`config.mk`:
```
export PLATFORM = sky130hd
export DESIGN_NAME = ecc_mul_arbiter_flat
export DESIGN_NICKNAME = d
export VERILOG_FILES = /design/src/rtl/ecc_mul_arbiter_if.sv /design/src/rtl/ecc_mul_arbiter.sv /design/src/flat_wrapper.sv
export SDC_FILE = /design/constraint.sdc
export NUM_CORES = 1
export LEC_CHECK = 0
export CAP_MARGIN = 10
export CORE_AREA = 2 2 506 508
export CTS_BUF_LIST = sky130_fd_sc_hd__clkbuf_16
export DETAILED_ROUTE_END_ITERATION = 10
export DIE_AREA = 0 0 508 510
export GPL_TIMING_DRIVEN = 1
export PLACE_DENSITY = 0.38
export SLEW_MARGIN = 30
export SYNTH_ARGS = -nofsm -noshare
export SYNTH_HDL_FRONTEND = slang
export SYNTH_SLANG_ARGS = --single-unit
```
`constraint.sdc`:
```
create_clock -name CLK -period 3.15 [get_ports CLK]
set_input_delay 0.7875 -clock CLK [delete_from_list [all_inputs] [get_ports CLK]]
set_output_delay 0.7875 -clock CLK [all_outputs]
set_load 0.1 [all_outputs]
```
`src/rtl/ecc_mul_arbiter_if.sv`:
```
`default_nettype none
`timescale 1ns/1ps
// ============================================================================
// Module      : ecc_mul_arbiter_if
// Description : Bundle of the two requester handshakes plus the shared
//               GF(2^m) multiplier handshake seen by ecc_mul_arbiter.
//               slave  = the arbiter side, master = the environment side
//               (controller FSMs and multiplier core together).
// Revision    : 1.0 - initial release
// ============================================================================
interface ecc_mul_arbiter_if #(
   parameter int WIDTH = 163
);
   // requester port 0
   logic             REQ0;
   logic [WIDTH-1:0] A0;
   logic [WIDTH-1:0] B0;
   logic             GNT0;
   logic             DONE0;
   logic             ERR0;

   // requester port 1
   logic             REQ1;
   logic [WIDTH-1:0] A1;
   logic [WIDTH-1:0] B1;
   logic             GNT1;
   logic             DONE1;
   logic             ERR1;

   // shared result / status
   logic [WIDTH-1:0] RESULT;
   logic             BUSY;

   // multiplier core handshake
   logic [WIDTH-1:0] MUL_A;
   logic [WIDTH-1:0] MUL_B;
   logic             MUL_IN_VALID;
   logic [WIDTH-1:0] MUL_OUT;
   logic             MUL_OUT_VALID;
   logic             MUL_ERROR;

   modport slave (
      input  REQ0, A0, B0, REQ1, A1, B1,
      input  MUL_OUT, MUL_OUT_VALID, MUL_ERROR,
      output GNT0, DONE0, ERR0, GNT1, DONE1, ERR1,
      output RESULT, BUSY,
      output MUL_A, MUL_B, MUL_IN_VALID
   );

   modport master (
      output REQ0, A0, B0, REQ1, A1, B1,
      output MUL_OUT, MUL_OUT_VALID, MUL_ERROR,
      input  GNT0, DONE0, ERR0, GNT1, DONE1, ERR1,
      input  RESULT, BUSY,
      input  MUL_A, MUL_B, MUL_IN_VALID
   );
endinterface
`default_nettype wire

```
`src/rtl/ecc_mul_arbiter.sv`:
```
`default_nettype none
`timescale 1ns/1ps
// ============================================================================
// Module      : ecc_mul_arbiter
// Description : Shares one GF(2^m) field multiplier between two sequencing
//               FSMs. Requests are granted one at a time in round-robin
//               order; the product (or an error) is routed back to the port
//               that owns the operation as a one-cycle DONE/ERR pulse.
//               Optional feature macro: ECC_MUL_ARB_TIMEOUT_EN - aborts a
//               multiplication with ERR when the core stays silent for
//               TIMEOUT cycles in WAIT. Without it WAIT never times out.
// Revision    : 1.0 - initial release
// ============================================================================
module ecc_mul_arbiter #(
   parameter int WIDTH   = 163,
   parameter int TIMEOUT = 255
) (
   input  logic               CLK,
   input  logic               RST_N,
   ecc_mul_arbiter_if.slave   bus
);

   // ------------------------------------------------------------------------
   // State encoding
   // ------------------------------------------------------------------------
   localparam logic [1:0] c_st_idle  = 2'd0;
   localparam logic [1:0] c_st_issue = 2'd1;
   localparam logic [1:0] c_st_wait  = 2'd2;
   localparam logic [1:0] c_st_fin   = 2'd3;

   // ------------------------------------------------------------------------
   // Registers
   // ------------------------------------------------------------------------
   logic [1:0]       r_state;
   logic             r_owner;        // port owning the in-flight operation
   logic             r_last;         // port granted most recently
   logic [WIDTH-1:0] r_result;
   logic [WIDTH-1:0] r_mul_a;
   logic [WIDTH-1:0] r_mul_b;
   logic             r_mul_in_valid;
   logic [1:0]       r_gnt;          // index = port
   logic [1:0]       r_done;
   logic [1:0]       r_err;

   // ------------------------------------------------------------------------
   // Combinational helpers
   // ------------------------------------------------------------------------
   logic             w_any_req;
   logic             w_sel;          // port picked this IDLE cycle
   logic [WIDTH-1:0] w_sel_a;
   logic [WIDTH-1:0] w_sel_b;
   logic             w_timeout;      // WAIT has run out of patience

   // Round-robin pick: a lone request wins outright, a tie goes to the port
   // that was not served last.
   always_comb begin
      w_any_req = bus.REQ0 | bus.REQ1;
      w_sel     = 1'b0;
      if (bus.REQ0 && bus.REQ1) begin
         w_sel = ~r_last;
      end else if (bus.REQ1) begin
         w_sel = 1'b1;
      end
      w_sel_a = w_sel ? bus.A1 : bus.A0;
      w_sel_b = w_sel ? bus.B1 : bus.B0;
   end

`ifdef ECC_MUL_ARB_TIMEOUT_EN
   // ------------------------------------------------------------------------
   // WAIT watchdog. The counter is cleared in ISSUE so it starts at zero on
   // the first WAIT cycle and stops advancing once it hits TIMEOUT.
   // ------------------------------------------------------------------------
   localparam int c_cnt_w = (TIMEOUT < 1) ? 1 : $clog2(TIMEOUT + 1);

   logic [c_cnt_w-1:0] r_cnt;

   assign w_timeout = (r_cnt == c_cnt_w'(TIMEOUT));

   // Count silent WAIT cycles; a response of any kind ends the operation.
   always_ff @(posedge CLK) begin
      if (!RST_N) begin
         r_cnt <= '0;
      end else if (r_state == c_st_issue) begin
         r_cnt <= '0;
      end else if ((r_state == c_st_wait) && !bus.MUL_OUT_VALID &&
                   !bus.MUL_ERROR && !w_timeout) begin
         r_cnt <= r_cnt + 1'b1;
      end
   end
`else
   // Without the watchdog WAIT only ends on a multiplier response.
   logic w_unused_timeout;

   assign w_timeout        = 1'b0;
   assign w_unused_timeout = (TIMEOUT > 0);
`endif

   // ------------------------------------------------------------------------
   // Main sequencer. Pulse outputs are registered and default low, so every
   // GNT/DONE/ERR/MUL_IN_VALID lasts exactly one cycle. Since only one
   // transition fires per cycle, at most one pulse is ever high.
   // ------------------------------------------------------------------------
   // Arbitration FSM with registered operand, result and pulse outputs.
   always_ff @(posedge CLK) begin
      if (!RST_N) begin
         r_state        <= c_st_idle;
         r_owner        <= 1'b0;
         r_last         <= 1'b1;     // port 0 wins the first tie
         r_result       <= '0;
         r_mul_a        <= '0;
         r_mul_b        <= '0;
         r_mul_in_valid <= 1'b0;
         r_gnt          <= 2'b00;
         r_done         <= 2'b00;
         r_err          <= 2'b00;
      end else begin
         r_mul_in_valid <= 1'b0;
         r_gnt          <= 2'b00;
         r_done         <= 2'b00;
         r_err          <= 2'b00;

         case (r_state)
            c_st_idle: begin
               // Requests are only looked at here; the grant pulse and the
               // multiplier start become visible in the ISSUE cycle.
               if (w_any_req) begin
                  r_owner        <= w_sel;
                  r_last         <= w_sel;
                  r_mul_a        <= w_sel_a;
                  r_mul_b        <= w_sel_b;
                  r_mul_in_valid <= 1'b1;
                  r_gnt[w_sel]   <= 1'b1;
                  r_state        <= c_st_issue;
               end
            end

            c_st_issue: begin
               r_state <= c_st_wait;
            end

            c_st_wait: begin
               // An error beats a simultaneous product; a product beats a
               // watchdog expiry in the same cycle.
               if (bus.MUL_ERROR) begin
                  r_err[r_owner] <= 1'b1;
                  r_state        <= c_st_idle;
               end else if (bus.MUL_OUT_VALID) begin
                  r_result        <= bus.MUL_OUT;
                  r_done[r_owner] <= 1'b1;
                  r_state         <= c_st_fin;
               end else if (w_timeout) begin
                  r_err[r_owner] <= 1'b1;
                  r_state        <= c_st_idle;
               end
            end

            c_st_fin: begin
               // DONE is high during this cycle; hand back to arbitration.
               r_state <= c_st_idle;
            end

            default: begin
               r_state <= c_st_idle;
            end
         endcase
      end
   end

   // ------------------------------------------------------------------------
   // Outputs
   // ------------------------------------------------------------------------
   assign bus.GNT0         = r_gnt[0];
   assign bus.GNT1         = r_gnt[1];
   assign bus.DONE0        = r_done[0];
   assign bus.DONE1        = r_done[1];
   assign bus.ERR0         = r_err[0];
   assign bus.ERR1         = r_err[1];
   assign bus.RESULT       = r_result;
   assign bus.BUSY         = (r_state != c_st_idle);
   assign bus.MUL_A        = r_mul_a;
   assign bus.MUL_B        = r_mul_b;
   assign bus.MUL_IN_VALID = r_mul_in_valid;

endmodule
`default_nettype wire

```
`src/flat_wrapper.sv`:
```
// flat-port wrapper written by rule: the top's interface ports become plain ports
module ecc_mul_arbiter_flat 
#(
   parameter int WIDTH   = 163,
   parameter int TIMEOUT = 255
)
  (CLK, RST_N, bus_REQ0, bus_A0, bus_B0, bus_REQ1, bus_A1, bus_B1, bus_MUL_OUT, bus_MUL_OUT_VALID, bus_MUL_ERROR, bus_GNT0, bus_DONE0, bus_ERR0, bus_GNT1, bus_DONE1, bus_ERR1, bus_RESULT, bus_BUSY, bus_MUL_A, bus_MUL_B, bus_MUL_IN_VALID);
  ecc_mul_arbiter_if #(.WIDTH(WIDTH)) bus_i ();
  input  logic CLK;
  input  logic RST_N;
  input wire logic [$bits(bus_i.REQ0)-1:0] bus_REQ0;
  input wire logic [$bits(bus_i.A0)-1:0] bus_A0;
  input wire logic [$bits(bus_i.B0)-1:0] bus_B0;
  input wire logic [$bits(bus_i.REQ1)-1:0] bus_REQ1;
  input wire logic [$bits(bus_i.A1)-1:0] bus_A1;
  input wire logic [$bits(bus_i.B1)-1:0] bus_B1;
  input wire logic [$bits(bus_i.MUL_OUT)-1:0] bus_MUL_OUT;
  input wire logic [$bits(bus_i.MUL_OUT_VALID)-1:0] bus_MUL_OUT_VALID;
  input wire logic [$bits(bus_i.MUL_ERROR)-1:0] bus_MUL_ERROR;
  output wire logic [$bits(bus_i.GNT0)-1:0] bus_GNT0;
  output wire logic [$bits(bus_i.DONE0)-1:0] bus_DONE0;
  output wire logic [$bits(bus_i.ERR0)-1:0] bus_ERR0;
  output wire logic [$bits(bus_i.GNT1)-1:0] bus_GNT1;
  output wire logic [$bits(bus_i.DONE1)-1:0] bus_DONE1;
  output wire logic [$bits(bus_i.ERR1)-1:0] bus_ERR1;
  output wire logic [$bits(bus_i.RESULT)-1:0] bus_RESULT;
  output wire logic [$bits(bus_i.BUSY)-1:0] bus_BUSY;
  output wire logic [$bits(bus_i.MUL_A)-1:0] bus_MUL_A;
  output wire logic [$bits(bus_i.MUL_B)-1:0] bus_MUL_B;
  output wire logic [$bits(bus_i.MUL_IN_VALID)-1:0] bus_MUL_IN_VALID;
  assign bus_i.REQ0 = bus_REQ0;
  assign bus_i.A0 = bus_A0;
  assign bus_i.B0 = bus_B0;
  assign bus_i.REQ1 = bus_REQ1;
  assign bus_i.A1 = bus_A1;
  assign bus_i.B1 = bus_B1;
  assign bus_i.MUL_OUT = bus_MUL_OUT;
  assign bus_i.MUL_OUT_VALID = bus_MUL_OUT_VALID;
  assign bus_i.MUL_ERROR = bus_MUL_ERROR;
  assign bus_GNT0 = bus_i.GNT0;
  assign bus_DONE0 = bus_i.DONE0;
  assign bus_ERR0 = bus_i.ERR0;
  assign bus_GNT1 = bus_i.GNT1;
  assign bus_DONE1 = bus_i.DONE1;
  assign bus_ERR1 = bus_i.ERR1;
  assign bus_RESULT = bus_i.RESULT;
  assign bus_BUSY = bus_i.BUSY;
  assign bus_MUL_A = bus_i.MUL_A;
  assign bus_MUL_B = bus_i.MUL_B;
  assign bus_MUL_IN_VALID = bus_i.MUL_IN_VALID;
  ecc_mul_arbiter #(.WIDTH(WIDTH), .TIMEOUT(TIMEOUT)) u_core (.CLK(CLK), .RST_N(RST_N), .bus(bus_i));
endmodule
```
# Yosys cells after proc, flatten, opt, wreduce, memory -nomap -nowiden
# Cells that the tools add are included.
# classes
reduce_logical	12
order_cmp	4
bitwise_logic	6
mux	13
n_eq_ne	5
# ops
cell	count
$mux 163	2
$reduce_and 3->1	3
$pmux 2 s4	1
$mux 2	3
$reduce_and 2->1	3
$mux 1	5
$not 1->1	5
$eq 2x2->1 const B	2
$lt 1x2->1 const B	2
$reduce_or 4->1	1
$logic_and 1x1->1	3
$ne 3x3->1 const B	1
$demux 1 s1	2
$eq 2x1->1 const B	1
$ge 1x1->1 const B	2
$logic_not 2->1	1
$ne 2x1->1 const B	1
$reduce_bool 2->1	1
$or 1x1->1	1
# word_totals
regBits	500
output_inout_bits	497

# Logic depth before layout (Yosys ltp)
# depth
ltp_word	6
depth_mapped	7

# Worst setup path before layout
# OpenSTA, ideal clock, no wires.
# synth_path
path_kind	input -> register
from	input bus_REQ1
to	register u_core.r_mul_a[51] (netlist: u_core.bus.MUL_A[51])
slack_ns	1.285
path_buffers	3
t_arrival_ns	1.777
stages	6
path_cell_list	nor2_1 > nor2_1 > buf_2 > buf_4 > buf_4 > a311oi_2
# synth_via
elab_chain_len	3
# synth_rtl
item	line	rtl
start: declaration	flat_wrapper.sv:14	input wire logic [$bits(bus_i.REQ1)-1:0] bus_REQ1;
$mux 1 / $logic_and 1x1->1 (equally long branches)	ecc_mul_arbiter.sv:61, ecc_mul_arbiter.sv:59	
$mux 1	ecc_mul_arbiter.sv:59	if (bus.REQ0 && bus.REQ1) begin
$mux 163	ecc_mul_arbiter.sv:64	w_sel_a = w_sel ? bus.A1 : bus.A0;
end signal: assignment	ecc_mul_arbiter.sv:129	r_mul_a <= w_sel_a;
end: declaration	ecc_mul_arbiter.sv:38	logic [WIDTH-1:0] r_mul_a;
# Several ways; a longest one is shown, not always the timed one.
# A chain may end at the register's enable or synchronous reset.

# Worst setup path in the final report
# layout_path
from	register u_core.r_state[1]
to	output bus_BUSY
# layout_via
elab_chain_len	1
# layout_rtl
item	line	rtl
start: declaration	ecc_mul_arbiter.sv:34	logic [1:0] r_state;
start signal: assignment	ecc_mul_arbiter.sv:106	r_state <= c_st_idle;
start signal: assignment	ecc_mul_arbiter.sv:133	r_state <= c_st_issue;
start signal: assignment	ecc_mul_arbiter.sv:138	r_state <= c_st_wait;
$reduce_bool 2->1	ecc_mul_arbiter.sv:179	assign bus.BUSY = (r_state != c_st_idle);
end: declaration	flat_wrapper.sv:27	output wire logic [$bits(bus_i.BUSY)-1:0] bus_BUSY;
# Every way passes these cells.

==> results.md <==
* Run status: complete, no violations
* Switching Power at 11.0 mW
* Average detailed-routed wire length per instance at 27.4 um
* Nets at 4,634
* Die height at 510 um
* Antenna Nets Post-Route at 0
* Share of cell area taken by muxes after synthesis at 0.0489%
* Number of input and output port buffers inserted at 1,317
* Global Route Usage Sum at 14.5%
* Post-DP HPWL at 164 mm
* Core Footprint at 0.253 mm^2
* Synthesis-to-layout area growth at 90.6%
* Hold Violations, Final at 0
* Synth Register Bits at 500
* Part of the power in combinational logic at 37.8%
* Setup crit start kind: flop
* Post-Syn Area at 0.0205 mm^2
* Final critical path time including I/O delays and setup at 2.86 ns
* Share of the clock period used by the worst path after layout at 90.9%
* Endpoint required time on the critical path at 2.36 ns
* Most common library cells after synthesis: nand2_1 (979), dfxtp_1 (500), a21oi_1 (490)
* Post-CTS setup buffers at 0
* Clock transition at path regs at 0.06 ns
* Die span in x at 508 um
* Clk root buf: clkbuf_16
* Adder-cell share of the synthesized area at 0%
* Capturing element type of the critical path: output port
* Dominant combinational cell family by area after synthesis: compound AO/OA/AOI/OAI gates
* First-pass GRT wire length at 251 mm
* Transition at the pin with the smallest max-transition slack at 0.892 ns
* Most area-consuming cells after synthesis: dfxtp_1 (49%), nand2_1 (18%), a311oi_1 (14%)
* Crit path cell chain: nor2_4 > inv_2 > buf_4
* Total congestion overflow after global routing at 0
* DRC at 0
* Gpl congestion at 0.848
* Slew Viols, Final at 0
* EDFF count, synth at 0
* # clock sinks at 500
* Final instance area at 0.0390 mm^2
* Xor and xnor fraction of the mapped netlist area at 0%
* Crit path max fanout at 7
* Starting Density at 8.07%
* Simple-gate share of the synthesized area at 18.5%
* Number of maximum-capacitance violations at 0
* Power Density at 635 mW/mm^2
* Syn Nets at 3,417
* Total number of yosys warnings at 0
* Leading area contributor after synthesis: dfxtp_1
* Filler-free cell count of the finished design at 7,259
* Cell with the most instances after synthesis: nand2_1
* Number of distinct library cells after synthesis at 26
* Quantity of hold-fixing buffers added after cts at 0
* Worst-case clock buffer depth at 3
* Total of endpoints with negative setup slack in the final report at 0
* Worst setup slack for register-to-register paths at 0.77 ns
* Total number of vias at 25,382
* # resized after CTS at 0
* Post-Place Cell Area at 0.0367 mm^2
* Clock insertion delay at the later pin of the skew report at 0.74 ns
* Die area at 0.259 mm^2
* Max frequency at 0.349 GHz
* Unrepaired setup endpoints after global routing: no
* Sequential share of power at 29.7%
* Static Leakage at 14.5 nW
* CTS tree: built
* Deepest level of the CTS H-tree at 3
* Buffers & Inverters on Critical Path at 2
* Number of instances in the synthesized netlist at 2,596
* Worst hold-check path type: flop to flop
* Prevailing post-synth register cell: dfxtp_1
* Ratio of routed vias to standard cells at 3.50
* Worst Hold Slack at 0.454 ns
* Top-area cell type share of the netlist area at 48.9%
* Post-Synthesis Mean Instance Area at 7.88 um^2
* Clk network pwr share at 32.5%
* Switching share of power at 44.3%
* Rel. slew slack at 40.9%
* Share of synthesized flip-flops with an asynchronous set or reset at 0%
* Cell class contributing the biggest share of worst-path delay: flip-flops
* Critical path's largest stage delay at 0.62 ns
* First-pass detailed-route iteration total at 5
* Critical path class: flop to output port
* Internal power component at 13.8 mW
* Final setup skew at 0.0722 ns
* Synth Area in Compound Gates at 26.5%
* IO Count at 1,318
* Proportion of layout cells with a drive suffix above 1 at 18.2%
* Number of buffers inserted during clock tree synthesis at 72
* Number of global-route vias before repair at 25,429
* Placed Cells at 7,105
* Largest net degree at the start of global routing at 105
* Total power at 24.7 mW
* Number of core rows at 185
* Worst VDD drop at 363 uV
* Setup TNS at 0 ns
* Slowest stage cell on the critical path: dfxtp_1
* Total wirelength of the detailed-routed design at 199 mm
* Critical path arrival at 2.08 ns
* Antenna violations before repair at 67
* Sequential area share after synthesis at 48.9%
* Number of design-rule violations left by the first detailed-router iteration at 1,582
cell usage in the layout (no fill, tap or decap), drive strengths merged:
master | netlist | routed
nand3 | 3 | 3
dfxtp | 500 | 500
diode | 0 | 25
clkinv | 0 | 25
mux2i | 1 | 1
clkdlybuf4s50 | 0 | 820
clkbuf | 122 | 75
bufinv | 0 | 2
a21oi | 490 | 490
nor2 | 9 | 9
inv | 4 | 30
buf | 149 | 593
o211a | 1 | 1
nor4bb | 1 | 1
nor3 | 1 | 1
or2 | 1 | 1
a311oi | 326 | 326
clkinvlp | 0 | 2
nand2 | 979 | 979
a21boi | 1 | 1
nor2b | 1 | 1
a21bo | 1 | 1
nor4 | 2 | 2
o21ai | 3 | 3
nand4bb | 1 | 1
path summary, 6_finish.rpt:
| check | start | to | cells past startpoint |
|---|---|---|---|
| worst min register to register | u_core.bus.RESULT[0] | u_core.bus.RESULT[0] | 2 |
| worst max-delay path | u_core.r_state[1] | bus_BUSY | 3 |
| worst min-delay path | u_core.bus.RESULT[0] | u_core.bus.RESULT[0] | 2 |
| worst max register to register | u_core.r_state[1] | u_core.bus.MUL_B[46] | 5 |
sequential cells by signal, summed over array words and instances (netlist names):
signal	count
u_core.r_last	1
u_core.r_owner	1
u_core.bus.MUL_B	163
u_core.r_err	2
u_core.r_done	2
u_core.r_gnt	2
u_core.r_state	2
u_core.bus.MUL_A	163
u_core.bus.RESULT	163
u_core.bus.MUL_IN_VALID	1
layout make-up:
type | instances | area (um^2)
Clock buffer | 74 | 1850
Antenna cell | 25 | 62.6
Clock inverter | 55 | 384
Fill cell | 28926 | 214000
Sequential cell | 500 | 10000
Timing Repair Buffer | 1414 | 13200
Inverter | 4 | 22.5
Multi-Input combinational cell | 1821 | 9260
Tap cell | 3366 | 4210
per-stage QoR:
step / setup slack, ns / util (%)
floorplan: 1.28 / -
global placement: 0.349 / 14.5
detailed placement: 0.343 / 14.5
CTS: 0.174 / 15.4
global route: 0.173 / 15.4
finish: 0.286 / 15.4
worst min-delay path, stage by stage (launching register included):
cell,delay [ns]
dfxtp_1,0.31
nand2_1,0.05
a21oi_1,0.05
power groups by stage:
stage	Sequential [mW]	Clock, mW	Combinational (mW)
final	7.36	8.03	9.36
after floorplan	11.5	0	1.69
after global placement	7.48	0	9.52
after global routing	7.42	8.55	9.81
after CTS	7.36	8.37	9.54
after detailed placement	7.48	0	9.53
layer usage:
layer	track usage (%)	up-vias	share of wire (%)
li1	-	11606	-
met1	15.1	12293	36
met2	24.4	1242	47
met3	7.81	213	12
met4	5.62	28	3.8
met5	0	-	0.083
kinds of logic after synthesis:
logic type | Yosys count
mux | 1
buf+inv | 275
flops | 500
simple gates | 998
compound gates | 822
Power figures use the tool's default switching activity.
